## src/rtl/sum_arbiter_if.sv

```systemverilog
// rtl/sum_arbiter_if.sv - requester/adder bundle shared between the arbiter and its clients
interface sum_arbiter_if #(
  parameter int NREQ = 4,
  parameter int W    = 16
);
  logic [NREQ-1:0]   req;
  logic [NREQ-1:0]   lock;
  logic [NREQ*W-1:0] op_a;
  logic [NREQ*W-1:0] op_b;
  logic [NREQ-1:0]   gnt;
  logic [W-1:0]      sum_in_a;
  logic [W-1:0]      sum_in_b;
  logic [W-1:0]      sum_out;
  logic [W-1:0]      res;
  logic              busy;

  modport master (
    output req, lock, op_a, op_b, sum_out,
    input  gnt, sum_in_a, sum_in_b, res, busy
  );

  modport slave (
    input  req, lock, op_a, op_b, sum_out,
    output gnt, sum_in_a, sum_in_b, res, busy
  );
endinterface

```

## src/rtl/sum_arbiter.sv

```systemverilog
// rtl/sum_arbiter.sv - round-robin arbiter sharing one external adder, with bounded lock bursts
module sum_arbiter #(
  parameter int NREQ      = 4,
  parameter int W         = 16,
  parameter int MAX_BURST = 4
) (
  input logic          clk,
  input logic          rst,
  sum_arbiter_if.slave bus
);
  localparam int PW = (NREQ > 1) ? $clog2(NREQ) : 1;
  localparam logic [3:0] BURST_LIM = 4'(MAX_BURST);

  typedef enum logic {UNLOCKED, LOCKED} state_t;

  state_t          state_q, state_d;
  logic [PW-1:0]   ptr_q, ptr_d;
  logic [PW-1:0]   owner_q, owner_d;
  logic [3:0]      bcnt_q, bcnt_d;

  logic [PW-1:0]   g_idx;
  logic [PW-1:0]   cand;
  logic            g_any;
  logic            from_lock;

  // Grant selection: a live lock under its burst limit wins, else round-robin after ptr.
  always_comb begin
    g_idx     = '0;
    cand      = '0;
    g_any     = 1'b0;
    from_lock = 1'b0;
    if (state_q == LOCKED && bus.req[owner_q] && bcnt_q < BURST_LIM) begin
      g_idx     = owner_q;
      g_any     = 1'b1;
      from_lock = 1'b1;
    end else begin
      for (int i = 1; i <= NREQ; i++) begin
        cand = PW'((int'(ptr_q) + i) % NREQ);
        if (!g_any && bus.req[cand]) begin
          g_any = 1'b1;
          g_idx = cand;
        end
      end
    end
  end

  always_comb begin
    bus.gnt      = '0;
    bus.sum_in_a = '0;
    bus.sum_in_b = '0;
    for (int k = 0; k < NREQ; k++) begin
      if (g_any && g_idx == PW'(k)) begin
        bus.gnt[k]   = 1'b1;
        bus.sum_in_a = bus.op_a[k*W +: W];
        bus.sum_in_b = bus.op_b[k*W +: W];
      end
    end
  end

  assign bus.res  = bus.sum_out;
  assign bus.busy = g_any;

  always_comb begin
    state_d = state_q;
    ptr_d   = ptr_q;
    owner_d = owner_q;
    bcnt_d  = bcnt_q;
    if (g_any) begin
      ptr_d = g_idx;
      if (bus.lock[g_idx]) begin
        state_d = LOCKED;
        owner_d = g_idx;
        // Only a continuation of the current run counts up; any fresh grant starts a new run.
        bcnt_d  = from_lock ? bcnt_q + 4'd1 : 4'd1;
      end else begin
        state_d = UNLOCKED;
        bcnt_d  = '0;
      end
    end else begin
      state_d = UNLOCKED;
      bcnt_d  = '0;
    end
  end

  always_ff @(posedge clk) begin
    if (rst) begin
      state_q <= UNLOCKED;
      ptr_q   <= PW'(NREQ - 1);
      owner_q <= '0;
      bcnt_q  <= '0;
    end else begin
      state_q <= state_d;
      ptr_q   <= ptr_d;
      owner_q <= owner_d;
      bcnt_q  <= bcnt_d;
    end
  end
endmodule
```

## src/flat_wrapper.sv

```systemverilog
// flat-port wrapper written by rule: the top's interface ports become plain ports
module sum_arbiter_flat 
#(
  parameter int NREQ      = 4,
  parameter int W         = 16,
  parameter int MAX_BURST = 4
)
  (clk, rst, bus_req, bus_lock, bus_op_a, bus_op_b, bus_sum_out, bus_gnt, bus_sum_in_a, bus_sum_in_b, bus_res, bus_busy);
  sum_arbiter_if #(.NREQ(NREQ), .W(W)) bus_i ();
  input logic clk;
  input logic rst;
  input wire logic [$bits(bus_i.req)-1:0] bus_req;
  input wire logic [$bits(bus_i.lock)-1:0] bus_lock;
  input wire logic [$bits(bus_i.op_a)-1:0] bus_op_a;
  input wire logic [$bits(bus_i.op_b)-1:0] bus_op_b;
  input wire logic [$bits(bus_i.sum_out)-1:0] bus_sum_out;
  output wire logic [$bits(bus_i.gnt)-1:0] bus_gnt;
  output wire logic [$bits(bus_i.sum_in_a)-1:0] bus_sum_in_a;
  output wire logic [$bits(bus_i.sum_in_b)-1:0] bus_sum_in_b;
  output wire logic [$bits(bus_i.res)-1:0] bus_res;
  output wire logic [$bits(bus_i.busy)-1:0] bus_busy;
  assign bus_i.req = bus_req;
  assign bus_i.lock = bus_lock;
  assign bus_i.op_a = bus_op_a;
  assign bus_i.op_b = bus_op_b;
  assign bus_i.sum_out = bus_sum_out;
  assign bus_gnt = bus_i.gnt;
  assign bus_sum_in_a = bus_i.sum_in_a;
  assign bus_sum_in_b = bus_i.sum_in_b;
  assign bus_res = bus_i.res;
  assign bus_busy = bus_i.busy;
  sum_arbiter #(.NREQ(NREQ), .W(W), .MAX_BURST(MAX_BURST)) u_core (.clk(clk), .rst(rst), .bus(bus_i));
endmodule
```

## config.mk

```make
export PLATFORM = sky130hd
export DESIGN_NAME = sum_arbiter_flat
export DESIGN_NICKNAME = d
export VERILOG_FILES = /design/src/rtl/sum_arbiter_if.sv /design/src/rtl/sum_arbiter.sv /design/src/flat_wrapper.sv
export SDC_FILE = /design/constraint.sdc
export NUM_CORES = 1
export LEC_CHECK = 0
export CORE_MARGIN = 3
export CORE_UTILIZATION = 30
export CTS_CLUSTER_DIAMETER = 40
export DETAILED_ROUTE_END_ITERATION = 7
export HOLD_SLACK_MARGIN = 0.15
export PLACE_DENSITY = 0.83
export SYNTH_ARGS = -nofsm -noshare
export SYNTH_HDL_FRONTEND = slang
export SYNTH_SLANG_ARGS = --single-unit
```

## constraint.sdc

```tcl
create_clock -name clk -period 2.9 [get_ports clk]
set_input_delay 0.29 -clock clk [delete_from_list [all_inputs] [get_ports clk]]
set_output_delay 0.29 -clock clk [all_outputs]
set_load 0.01 [all_outputs]
```

==> reports/qor.csv <==
metric,value,unit
status,completed,
p_per_area,453.2,nW/um2
cts_root_buf,clkbuf_8,
ioPinCount,207,
yosysTopAreaCellShare,0.3446,
end_kind,output port,
die_w,87.74,um
final_cell_mix,"clkdlybuf4s50_1, mux2i_1, o22ai_2, dlygate4sd2_1, buf_4",
vias,2308,
grt_pass1_wl,11740,um
period_share,0.9487,
worst_hold_path_type,reg2reg,
hold_path_startpoint,u_core.bcnt_q[0],
rsz0062_at_grt,no,
top_layer,met4,
holdBufCountCts,0,
ys.flop_type,dfxtp_1,
maxCapViolCount,0,
nets,529,
finalWorstSetupSlack,0.1489,ns
reg2reg_from,u_core.owner_q[1],
place_ws,-0.2516,ns
rrSetupSlack,0.51,ns
slew_violations,0,
dieArea,7698,um2
seq_area_frac_synth,0.08989,
synth.largest_area_cell,mux2i_1,
final-hold-violation-count,0,
met1_length,2989,um
grt.total_usage,0.1911,
synth_edf_count,0,
htree_num_levels,1,
hold-path-cell-count,1,
numCtsBuffers,3,
fin_util,0.6076,
syn-instance-count,205,
start_util,0.3121,
synth_seq_cells,9,
drt_first_pass_iters,4,
fp.dieH,87.74,um
grt_pass1_vias,2410,
synth_nets,360,
drt_iter0_drc,52,
grt_overflow,0,
clock_skew,0.005289,ns
wl,7952,um
synth_area,2004,um2
num_antenna_cells,0,
globalplace.congestion,0.8168,
routedWlPerCell,17.67,um
cts_buffer_depth,2,
yosys-top-cells-area,"mux2i_1, o22ai_2, dfxtp_1",
dp_hpwl,6525,um
r2r_cells,8,
cts_sinks,9,
drtAntennaViolNets,0,
drive_gt1_frac,0.2332,
grt_start_max_net_pins,32,
cts.clk_slew.worst_paths,0.04,ns
coreArea,6422,um2
fill_cells,572,
finalSetupViolCount,0,
p_leak,1.692,nW
syn_to_final_growth,94.69,%
met3_wirelength,676,um
routed_via_density,5.129,
tritoncts,built,
startpoint,bus_req[3],
ir_worst_vdd,214.7,uV
reg2reg_to,u_core.bcnt_q[0],
cp.arrival,2.46,ns
yosysUniqueCellTypes,47,
async_reset_ff_frac,0,
num_rows,29,
syn_avg_cell_area,9.778,um2
drt_drc_violations_left,0,
final_common_cell,clkdlybuf4s50_1,
clock_latency,0.23,ns
cp-start-kind,primary input,
fmax,0.3635,GHz
ys_warn_count,0,
antenna_found_initial,0,
port_buffers,174,
wl_met2,4231,um
required,2.61,ns
crit_end,bus_sum_in_b[10],
path_class,in2out,
post-route-min-period,2.751,ns
critPathMaxFanout,21,
[timing repair]
item                                    4_1_cts  5_1_grt
pin swaps                                     3        0
resized for setup                            54       26
setup buffers                                 3        1
cloned                                        2        0
endpoints found under the setup margin       36       18
[logic make-up after synthesis]
| group | share of synthesized area |
|---|---|
| buffers and inverters | 0.1436 |
| DFF | 0.08989 |
| other | 0.001871 |
| muxes | 0.3745 |
| xor gates and xnor gates | 0.004370 |
| and+or+nand+nor | 0.08802 |
| AOI/OAI and AO/OA | 0.2915 |
| adders and majority gates | 0.006241 |
[flip-flops by register name, summed over array words and instances, names as in the netlist]
signal,count
u_core.bcnt_q,4
u_core.state_q,1
u_core.owner_q,2
u_core.ptr_q,2
[layout make-up]
cell class,count,area (um2),share of cell area
Clock buffer,4,45.04,0.01154
Inverter,3,11.26,0.002886
Multi-Input combinational cell,158,1594,0.4085
Sequential cell,9,182.7,0.04681
Tap cell,77,96.34,0.02469
Timing Repair Buffer,199,1973,0.5056
[power breakdown]
part	leakage, nW	internal, W	total (W)	switching, W
Sequential	0.0745	0.000141	0.000168	0.0000268
Combinational	1.59	0.000822	0.00146	0.000634
Clock	0.0228	0.0000957	0.000145	0.0000489
[critical path: stages]
cell and delay (ns):
dlygate4sd2_1 0.33, nor2b_2 0.34, o211ai_1 0.19, o211ai_4 0.29, bufbuf_16 0.39, mux2i_1 0.25
o22ai_2 0.10, dlygate4sd2_1 0.29
[layer usage]
metal	vias up	track usage
li1	1116	-
met2	116	0.3637
met1	1067	0.2125
met3	9	0.05644
met4	0	0.02650
met5	-	0
[Yosys cell counts, types with 2 or more instances]
master / count
a311o_1: 2
nand2b_1: 3
nor3b_1: 2
nor3_1: 2
nor2_1: 9
a21oi_1: 2
inv_1: 3
o211a_1: 2
mux2i_1: 69
buf_6: 2
mux2_2: 3
dfxtp_1: 9
or3b_1: 2
nand2_1: 2
o22ai_2: 28
o22ai_1: 3
buf_2: 11
buf_12: 3
buf_4: 18
and4_1: 2
nor2b_1: 2
[stage by stage]
step	hold WS, ns	total power [W]	std cells	instance area [um2]	setup TNS [ns]
6_report	0.4724	0.001769	450	3902	0
5_1_grt	0.5182	0.001881	450	3902	0
4_1_cts	0.4785	0.001794	449	3905	0
3_5_place_dp	0.4726	0.001659	440	3787	-6.645
3_3_place_gp	0.4601	0.001644	440	3787	-5.905
2_1_floorplan	0.3589	0.001023	205	2004	0
[how the worst min path moves through the flow]
| stage | end | slack [ns] |
|---|---|---|
| 2_1_floorplan | u_core.bcnt_q[0] | 0.36 |
| 3_3_place_gp | u_core.bcnt_q[0] | 0.46 |
| 3_5_place_dp | u_core.bcnt_q[0] | 0.47 |
| 4_1_cts | u_core.bcnt_q[0] | 0.48 |
| 5_1_grt | u_core.bcnt_q[0] | 0.52 |
| 6_report | u_core.bcnt_q[0] | 0.47 |
(Power assumes the default switching activity.)
